**src/rtl/pc_pkg.sv**
```systemverilog
// pc_pkg: shared definitions for the program-counter slice.
//   PC_WIDTH        - address width in bits
//   PC_RESET_VECTOR - default value loaded into the PC by reset
//   INSTR_BYTES     - fixed instruction size, used as the PC increment
//   pc_t            - PC_WIDTH-bit address type
package pc_pkg;

  localparam int unsigned PC_WIDTH    = 32;
  localparam int unsigned INSTR_BYTES = 4;

  typedef logic [PC_WIDTH-1:0] pc_t;

  localparam pc_t PC_RESET_VECTOR = 32'h0000_0000;

endpackage

```
**src/rtl/pc_inc.sv**
```systemverilog
// pc_inc: WIDTH-bit adder of the constant INSTR_BYTES.
// Ports:
//   a - input address
//   y - a + INSTR_BYTES, modulo 2^WIDTH (carry out discarded)
module pc_inc
  import pc_pkg::*;
#(
  parameter int unsigned WIDTH = PC_WIDTH
) (
  input  logic [WIDTH-1:0] a,
  output logic [WIDTH-1:0] y
);

  always_comb begin
    y = a + WIDTH'(INSTR_BYTES);
  end

endmodule

```
**src/rtl/pc.sv**
```systemverilog
// pc: program-counter register with combinational next-sequential address.
// Ports:
//   clk        - rising-edge clock
//   rst        - asynchronous, active-high reset; forces out to RESET_VECTOR
//   in         - next PC value, loaded on every rising edge outside reset
//   out        - current PC, driven directly from the register
//   pc_plus4   - out + 4, combinational, wraps modulo 2^WIDTH
//   misaligned - (PC_ALIGN_CHECK_EN only) registered flag, set when the
//                loaded value had nonzero bits [1:0]
// Build option: define PC_ALIGN_CHECK_EN to force bits [1:0] of every load
// to zero and add the misaligned output.
module pc
  import pc_pkg::*;
#(
  parameter int unsigned       WIDTH        = PC_WIDTH,
  parameter logic [WIDTH-1:0]  RESET_VECTOR = WIDTH'(PC_RESET_VECTOR)
) (
  input  logic             clk,
  input  logic             rst,
  input  logic [WIDTH-1:0] in,
  output logic [WIDTH-1:0] out,
  output logic [WIDTH-1:0] pc_plus4
`ifdef PC_ALIGN_CHECK_EN
  ,
  output logic             misaligned
`endif
);

`ifdef PC_ALIGN_CHECK_EN
  always_ff @(posedge clk or posedge rst) begin
    if (rst) begin
      out        <= RESET_VECTOR;
      misaligned <= 1'b0;
    end else begin
      out        <= {in[WIDTH-1:2], 2'b00};
      misaligned <= |in[1:0];
    end
  end
`else
  always_ff @(posedge clk or posedge rst) begin
    if (rst) begin
      out <= RESET_VECTOR;
    end else begin
      out <= in;
    end
  end
`endif

  pc_inc #(
    .WIDTH (WIDTH)
  ) u_inc (
    .a (out),
    .y (pc_plus4)
  );

endmodule

```
**config.mk**
```make
export PLATFORM = sky130hd
export DESIGN_NAME = pc
export DESIGN_NICKNAME = d
export VERILOG_FILES = /design/src/rtl/pc_pkg.sv /design/src/rtl/pc_inc.sv /design/src/rtl/pc.sv
export SDC_FILE = /design/constraint.sdc
export NUM_CORES = 1
export LEC_CHECK = 0
export ABC_AREA = 1
export CAP_MARGIN = 0
export CORE_MARGIN = 2
export CORE_UTILIZATION = 34
export CTS_CLUSTER_DIAMETER = 40
export DETAILED_ROUTE_END_ITERATION = 10
export GPL_ROUTABILITY_DRIVEN = 0
export PLACE_DENSITY_LB_ADDON = 0.25
export SKIP_CTS_REPAIR_TIMING = 1
export SLEW_MARGIN = 20
export SYNTH_ARGS = -nofsm -noshare
export SYNTH_HDL_FRONTEND = slang
export SYNTH_SLANG_ARGS = --single-unit
export TNS_END_PERCENT = 5
```
**constraint.sdc**
```tcl
create_clock -name clk -period 1.61 [get_ports clk]
set_input_delay 0.4025 -clock clk [delete_from_list [all_inputs] [get_ports clk]]
set_output_delay 0.4025 -clock clk [all_outputs]
set_load 0.02 [all_outputs]
```
==> summary.txt <==
Status = finished, violations left
Failing checks = negative setup slack
Hold_ws = 0.474 ns
Number of global-route vias before repair = 1,865
CP Capture Type = output pin
Clock Pin Slew Worst Setup and Hold Paths = 0.07 ns
RSZ-0062 raised after global routing = true
Most frequent cell after synthesis = nand2_1
Die area = 5430 um2
WL per Instance = 12.7 um
Total power divided by cell area = 618 nW/um2
Post-synth EDFFs = 0
Area growth syn-to-layout = 106%
Worst hold path class = primary input to asynchronous set/reset pin
Synth top area cells = dfrtp_1, nand2_1, nor2_1
Final slew viol count = 0
Starting density of the core = 35.2%
Placement Setup Slack = -0.602 ns
Area leader, netlist = dfrtp_1
Final worst setup slack = -0.444 ns
Top-Level Pins = 98
Sequential element share of the synthesized area = 48.5%
CP endpoint = pc_plus4[26]
Top cell type's share of synthesized area = 48.5%
Via count = 1,857
Async SR Flop Fraction = 100%
WP data required = 1.21 ns
CP arrival = 1.65 ns
Fill cell count = 350
Die height = 73.7 um
Initial antenna violation count = 0
TritonCTS sink count = 32
Final Hold Viols = 0
Post-DRT Antenna Nets = 0
Seq cells post-synth = 32
# diodes = 0
Synth cell types = 15
Startpoint types = flip-flop
Max FFs per register = 32
Tmin final = 2.05 ns
# setup viols final = 28
WS Path Type = flip-flop to output pin
CTS tree = yes
Mean Syn Cell Area = 8.01 um2
IO buf count = 97
Detail-routed via count per cell = 4.49
H-tree levels = 2
Largest net degree at the start of global routing = 33
Synth warn = 0
Post-synthesis instance area = 1650 um2
Leak = 1.87 nW
First-pass GRT wire length = 8.16 mm
HPWL Detailed = 4.18 mm
Pre-Repair DR Iteration Count = 5
Main synth FF type = dfrtp_1
IR Drop Worst-Case VDD = 0.685 mV
TNS Setup = -9.37 ns
Syn_nets = 241
Layout Nets = 394
Post-Synthesis Cells = 206
Crit share post-route = 128%
Remaining global-route overflow = 0
Actual slew at the worst max-slew pin = 0.251 ns
Max-Slew Margin vs Limit = 83.2%
Initial drt markers = 105
Biggest register = out
Root Buffer = clkbuf_8
Die Width = 73.7 um
Number of remaining DRC errors = 0
CP Launch Point = out[2]
Fraction of layout cells with a size suffix above 1 = 40.0%
CTS Buf Count = 5
GRT Util Overall = 20.1%
CORE AREA = 4690 um2
Top flop regs = out x32
Detailed Route WL = 5.28 mm
Max Clock Freq = 487 MHz
Max Buffers Root-to-Sink = 2
# rows = 25
Most frequent cells after synthesis = nand2_1, dfrtp_1, nor2_1, inv_1, xor2_1
Max Cap Viol = 0
Worst Path Max Fanout = 5
## placed cells by master (no fill, tap or decap), drive strengths merged
master,synthesis,final
xnor2,4,4
nor2,39,39
buf,2,77
xor2,11,11
nand2,84,84
nand3,6,6
clkbuf,0,11
and2,3,3
clkdlybuf4s50,0,33
clkinvlp,0,1
nand3b,8,8
dlymetal6s2s,0,34
inv,16,16
ha,1,1
dfrtp,32,32
## worst max-delay path, cell delays in order, from the launching register on
cell	delay [ns]
dfrtp_2	0.40
ha_4	0.16
nand2_4	0.05
nor2_4	0.11
nand2_4	0.09
nor2_4	0.22
nand2_1	0.08
nand2_1	0.08
nand2_2	0.05
buf_6	0.12
## routing by layer
layer | routed length, um | vias up | GRT usage, %
met3 | 413 | 7 | 5.76
met1 | 2080 | 849 | 24.2
met5 | 0 | - | 0
met4 | 70 | 0 | 7.27
li1 | - | 928 | -
met2 | 2710 | 73 | 34.0
## cell families (layout without fill, tap and decap cells)
logic type                 Yosys count  in the layout  share of synthesized area (%)
and+or+nand+nor                    140            140                           38.2
DFF                                 32             32                           48.5
buffers and inverters               18            172                           4.55
xor gates and xnor gates            15             15                           7.96
adders and majority gates            1              1                          0.758
## per-stage QoR
step	cells	total power, mW	utilization (%)	instance area [um2]
after global placement	400	1.48	67.4	3160
final	414	2.10	72.6	3410
after global routing	414	2.20	72.6	3410
after floorplan	206	1.13	-	1790
after CTS	408	2.14	69.4	3260
after detailed placement	400	1.49	67.4	3160
## where the power goes
group / total (mW) / internal (mW) / switching, mW / leakage [nW]
clock: 0.644 / 0.347 / 0.297 / 0.0445
combinational: 0.572 / 0.299 / 0.273 / 1.46
sequential: 0.889 / 0.848 / 0.0414 / 0.362
total: 2.10 / 1.49 / 0.611 / 1.87
## how the worst min path moves through the flow
stage                from  endpoint
floorplan           in[0]    out[0]
global placement      rst    out[0]
detailed placement    rst    out[0]
CTS                   rst    out[0]
global route          rst    out[1]
finish                rst    out[0]
## layout make-up
| type | instances | area, um2 | share of cell area [%] |
|---|---|---|---|
| Clock buffer | 7 | 86.3 | 2.53 |
| Clock inverter | 1 | 7.51 | 0.220 |
| Inverter | 16 | 60.1 | 1.76 |
| Multi-Input combinational cell | 156 | 987 | 29.0 |
| Sequential cell | 32 | 815 | 23.9 |
| Tap cell | 54 | 67.6 | 1.98 |
| Timing Repair Buffer | 148 | 1380 | 40.6 |
No activity file was read; power rests on OpenSTA's default activity.
==> edit 1, RTL diff (config.mk and constraints unchanged) <==
The package constant `PC_WIDTH` goes from 32 to 48.
--- a/src/rtl/pc_pkg.sv
+++ b/src/rtl/pc_pkg.sv
@@ -6,5 +6,5 @@
 package pc_pkg;
 
-  localparam int unsigned PC_WIDTH    = 32;
+  localparam int unsigned PC_WIDTH    = 48;
   localparam int unsigned INSTR_BYTES = 4;
 
Interface: changed (resized in, out and pc_plus4); port bits go from 98 to 146. The function was not compared with the original's and may differ.
==> edit 1 against the unedited design <==
The flow finishes with violations (design-rule violations, negative setup slack). Synthesized area increased by 63%. Utilization decreased by 3.7 points. Power increased by 54%. Cell area increased by 55%. Setup slack got worse by 210 ps. Wire length increased by 94%. Sequential power increased by 50%. Sequential cell count increased by 16. Hold slack got worse by 37 ps. Critical path type unchanged.
==> edit 1: results (changes against the unedited design) <==
[metrics] outcome: finished with violations
[metrics] violations in the final reports: design-rule violations, negative setup slack
[metrics] met2 layer usage reported by global route: 39.86% (+5.8 points)
[metrics] clock-pin slew of the registers on the worst-case setup and hold paths: 90 ps (+20 ps)
[metrics] detailed-route wire length on metal 1: 3971 um (+91%)
[metrics] placed insts: 665 (+66%)
[metrics] fin nets: 625 (+59%)
[metrics] setup slack of the critical path after layout: -654.5 ps (-210.1 ps)
[metrics] global-route wire length before repair: 15440 um (+89%)
[metrics] fin cells: 676 (+63%)
[metrics] Post-DP Area: 0.004961 mm2 (+57%)
[metrics] final-report setup violation count: 44 (+57%)
[metrics] Place WS: -716.8 ps (-115.1 ps)
[metrics] syn_nets: 400 (+66%)
[metrics] Multi-input gate area: 0.001687 mm2 (+71%)
[metrics] post-synthesis instance total: 349 (+69%)
[metrics] worst hold slack across all endpoints: 437.0 ps (-37.02 ps)
[metrics] number of distinct library cells after synthesis: 17 (+2)
[metrics] setup TNS after final layout: -21190 ps (-11820 ps)
[metrics] number of fill cells in the layout: 616 (+76%)
[metrics] GRT met3 Usage: 5.641% (-0.12 points)
[metrics] Largest regs: out: 48 flops
[metrics] share of cells above drive strength 1: 38.85% (-1.1 points)
[metrics] commonest cells in the synthesized netlist: sky130_fd_sc_hd__nand2_1 (119), sky130_fd_sc_hd__nor2_1 (61), sky130_fd_sc_hd__dfrtp_1 (48)
[metrics] worst-path fanout max: 3 (-2)
[metrics] DRC violations left: 1 (+1)
[edit 1: cell types whose count changed after synthesis, moves of 3 or more]
cell,delta
sky130_fd_sc_hd__nand2_4,+3
sky130_fd_sc_hd__nor2_1,+31
sky130_fd_sc_hd__xnor2_1,+5
sky130_fd_sc_hd__xor2_1,+11
sky130_fd_sc_hd__nand3_1,+8
sky130_fd_sc_hd__nor2_2,+3
sky130_fd_sc_hd__nand4_1,+12
sky130_fd_sc_hd__and2_1,-3
sky130_fd_sc_hd__nand3b_1,-8
sky130_fd_sc_hd__nand2_1,+38
sky130_fd_sc_hd__dfrtp_1,+16
sky130_fd_sc_hd__inv_1,+20
[edit 1: power by group through the flow]
| stage | Clock, mW | Combinational, mW | Sequential, mW |
|---|---|---|---|
| after global routing | 1.08 | 0.945 | 1.34 |
| after global placement | 0 | 0.893 | 1.35 |
| final | 1.01 | 0.888 | 1.33 |
| after floorplan | 0 | 0.263 | 1.44 |
| after detailed placement | 0 | 0.901 | 1.35 |
| after CTS | 1.04 | 0.907 | 1.33 |
[edit 1: worst max path at each step]
stage                               to  slack [ps]  depth (start not counted)
after floorplan           pc_plus4[25]        -270                          6
after global placement    pc_plus4[18]        -710                          7
after detailed placement  pc_plus4[18]        -720                          8
after CTS                 pc_plus4[18]       -1060                          8
after global routing      pc_plus4[45]        -720                          7
final                     pc_plus4[45]        -650                          8
[edit 1: final cells by class]
class / count / share of cell area (%)
Inverter: 37 / 2.622
Sequential cell: 48 / 22.74
Multi-Input combinational cell: 262 / 31.84
Clock buffer: 5 / 1.299
Tap cell: 102 / 2.409
Timing Repair Buffer: 220 / 37.95
Clock inverter: 2 / 1.134
==> edit 2, RTL diff (same flow settings) <==
Without the edit above. Put a register stage on the output `pc_plus4`. The value now appears one clock later. The other outputs are not delayed to match. Comments in the files are not updated.
--- a/src/rtl/pc.sv
+++ b/src/rtl/pc.sv
@@ -27,4 +27,6 @@
 );
 
+  logic [WIDTH-1:0] pc_plus4_d;
+
 `ifdef PC_ALIGN_CHECK_EN
   always_ff @(posedge clk or posedge rst) begin
@@ -51,6 +53,10 @@
   ) u_inc (
     .a (out),
-    .y (pc_plus4)
+    .y (pc_plus4_d)
   );
+
+  always_ff @(posedge clk) begin
+    pc_plus4 <= pc_plus4_d;
+  end
 
 endmodule
Behaviour: not the same (Yosys sat finds a counterexample within 4 cycles, from zero or initial values and one cycle with rst high).
==> edit 2 against the unedited design <==
Sequential cell count grew 32. Clock power grew 110%. Setup slack gained 600 ps. Wire length grew 5.5%. Sequential share of layout area grew 15 points. Synthesized area grew 39%. Via count grew 0.70%. Global-route usage shrank 4.3 points. Cell area grew 10%. Final cell count grew 4.1%. Synthesized cell count grew 16%. Power grew 68%. Largest power group unchanged.
==> edit 2: results (changes against the unedited design) <==
[metrics] outcome: finished, final reports clean
[metrics] Inserted Clock Buffers: 9 (+4)
[metrics] syn_nets: 273 (+13%)
[metrics] number of fill cells in the layout: 564 (+61%)
[metrics] amount of wire on met2 after detailed routing: 2700 um (-0.37%)
[metrics] Area contributors post-synth: sky130_fd_sc_hd__dfrtp_1 (35%), sky130_fd_sc_hd__dfxtp_1 (28%), sky130_fd_sc_hd__nand2_1 (13%)
[metrics] share of cells above drive strength 1: 9.040% (-31 points)
[metrics] share of flip-flops with an asynchronous set or reset after synthesis: 50.00% (-50 points)
[metrics] number of H-tree levels: 3 (+1)
[metrics] DRT Wirelength: 5566 um (+5.5%)
[metrics] worst-path fanout max: 4 (-1)
[metrics] part of the Yosys area used for sequential elements: 62.92% (+14 points)
[metrics] sum of net half-perimeters after detailed placement: 4277 um (+2.2%)
[metrics] detailed-route wire length on metal 1: 2322 um (+12%)
[metrics] sequential cell power: 1.74 mW (+96%)
[metrics] fin nets: 384 (-2.5%)
[metrics] commonest cells in the synthesized netlist: sky130_fd_sc_hd__nand2_1 (81), sky130_fd_sc_hd__dfrtp_1 (32), sky130_fd_sc_hd__dfxtp_1 (32)
[metrics] share of total power in the clock network: 37.4% (+6.8 points)
[metrics] data arrival time of the critical path: 1050 ps (-600 ps)
[metrics] Pre-antenna DRT Iters: 4 (-1)
[metrics] adder-cell share of the synthesized area: 0.5461% (-0.21 points)
[metrics] Most used DFF post-synth: sky130_fd_sc_hd__dfxtp_1
[metrics] met3 layer wire length in the routed design: 450 um (+9.0%)
[metrics] aggregate global-route resource usage: 15.83% (-4.3 points)
[metrics] Largest regs: out: 32 flops, pc_plus4: 32 flops
[metrics] met2 layer usage reported by global route: 25.79% (-8.2 points)
[metrics] placed insts: 415 (+3.8%)
[metrics] via density per instance: 4.339 (-3.3%)
[metrics] GRT met3 Usage: 5.005% (-0.76 points)
[metrics] total number of vias: 1870 (+0.70%)
[metrics] global-route wire length before repair: 8859 um (+8.6%)
[metrics] Largest delay share family, worst path: flip-flops
[metrics] worst voltage drop across the vdd grid: 0.6270 mV (-8.5%)
[metrics] leakage component of the power: 2.158 nW (+16%)
[metrics] worst min-delay path class: register to register
[metrics] Post-DP Area: 0.003393 mm2 (+7.2%)
[metrics] total power after layout: 3.544 mW (+68%)
[metrics] Switch Pwr: 0.8663 mW (+42%)
[metrics] met1 GRT Util: 18.81% (-5.4 points)
[metrics] slew margin rel.: 79.49% (-3.7 points)
-- edit 2: cell count changes in the layout (fill, tap and decap cells not counted), sizes merged --
cell,delta
buf,-72
bufinv,+1
clkbuf,+1
clkinv,+3
clkinvlp,-1
dfxtp,+32
dlymetal6s2s,+30
-- edit 2: final cells by class --
type / count / area, um2 / share of cell area (%)
repair buffers: 102 / 1181 / 31.53
multi-input cells: 156 / 777.0 / 20.74
well taps: 77 / 96.34 / 2.572
inverters: 16 / 60.06 / 1.603
clock inverters: 4 / 45.04 / 1.202
flip-flops and latches: 64 / 1441 / 38.48
clock buffers: 12 / 145.1 / 3.874
-- edit 2: final timing paths --
check	endpoint	slack, ps	cells after the start
max	out[14]	150	1
min	pc_plus4[1]$_DFF_P_	380	0
max reg2reg	pc_plus4[26]$_DFF_P_	180	8
min reg2reg	pc_plus4[1]$_DFF_P_	380	0
max in group asynchronous	out[20]$_DFF_PP0_	1030	3
min in group asynchronous	out[1]$_DFF_PP0_	400	3
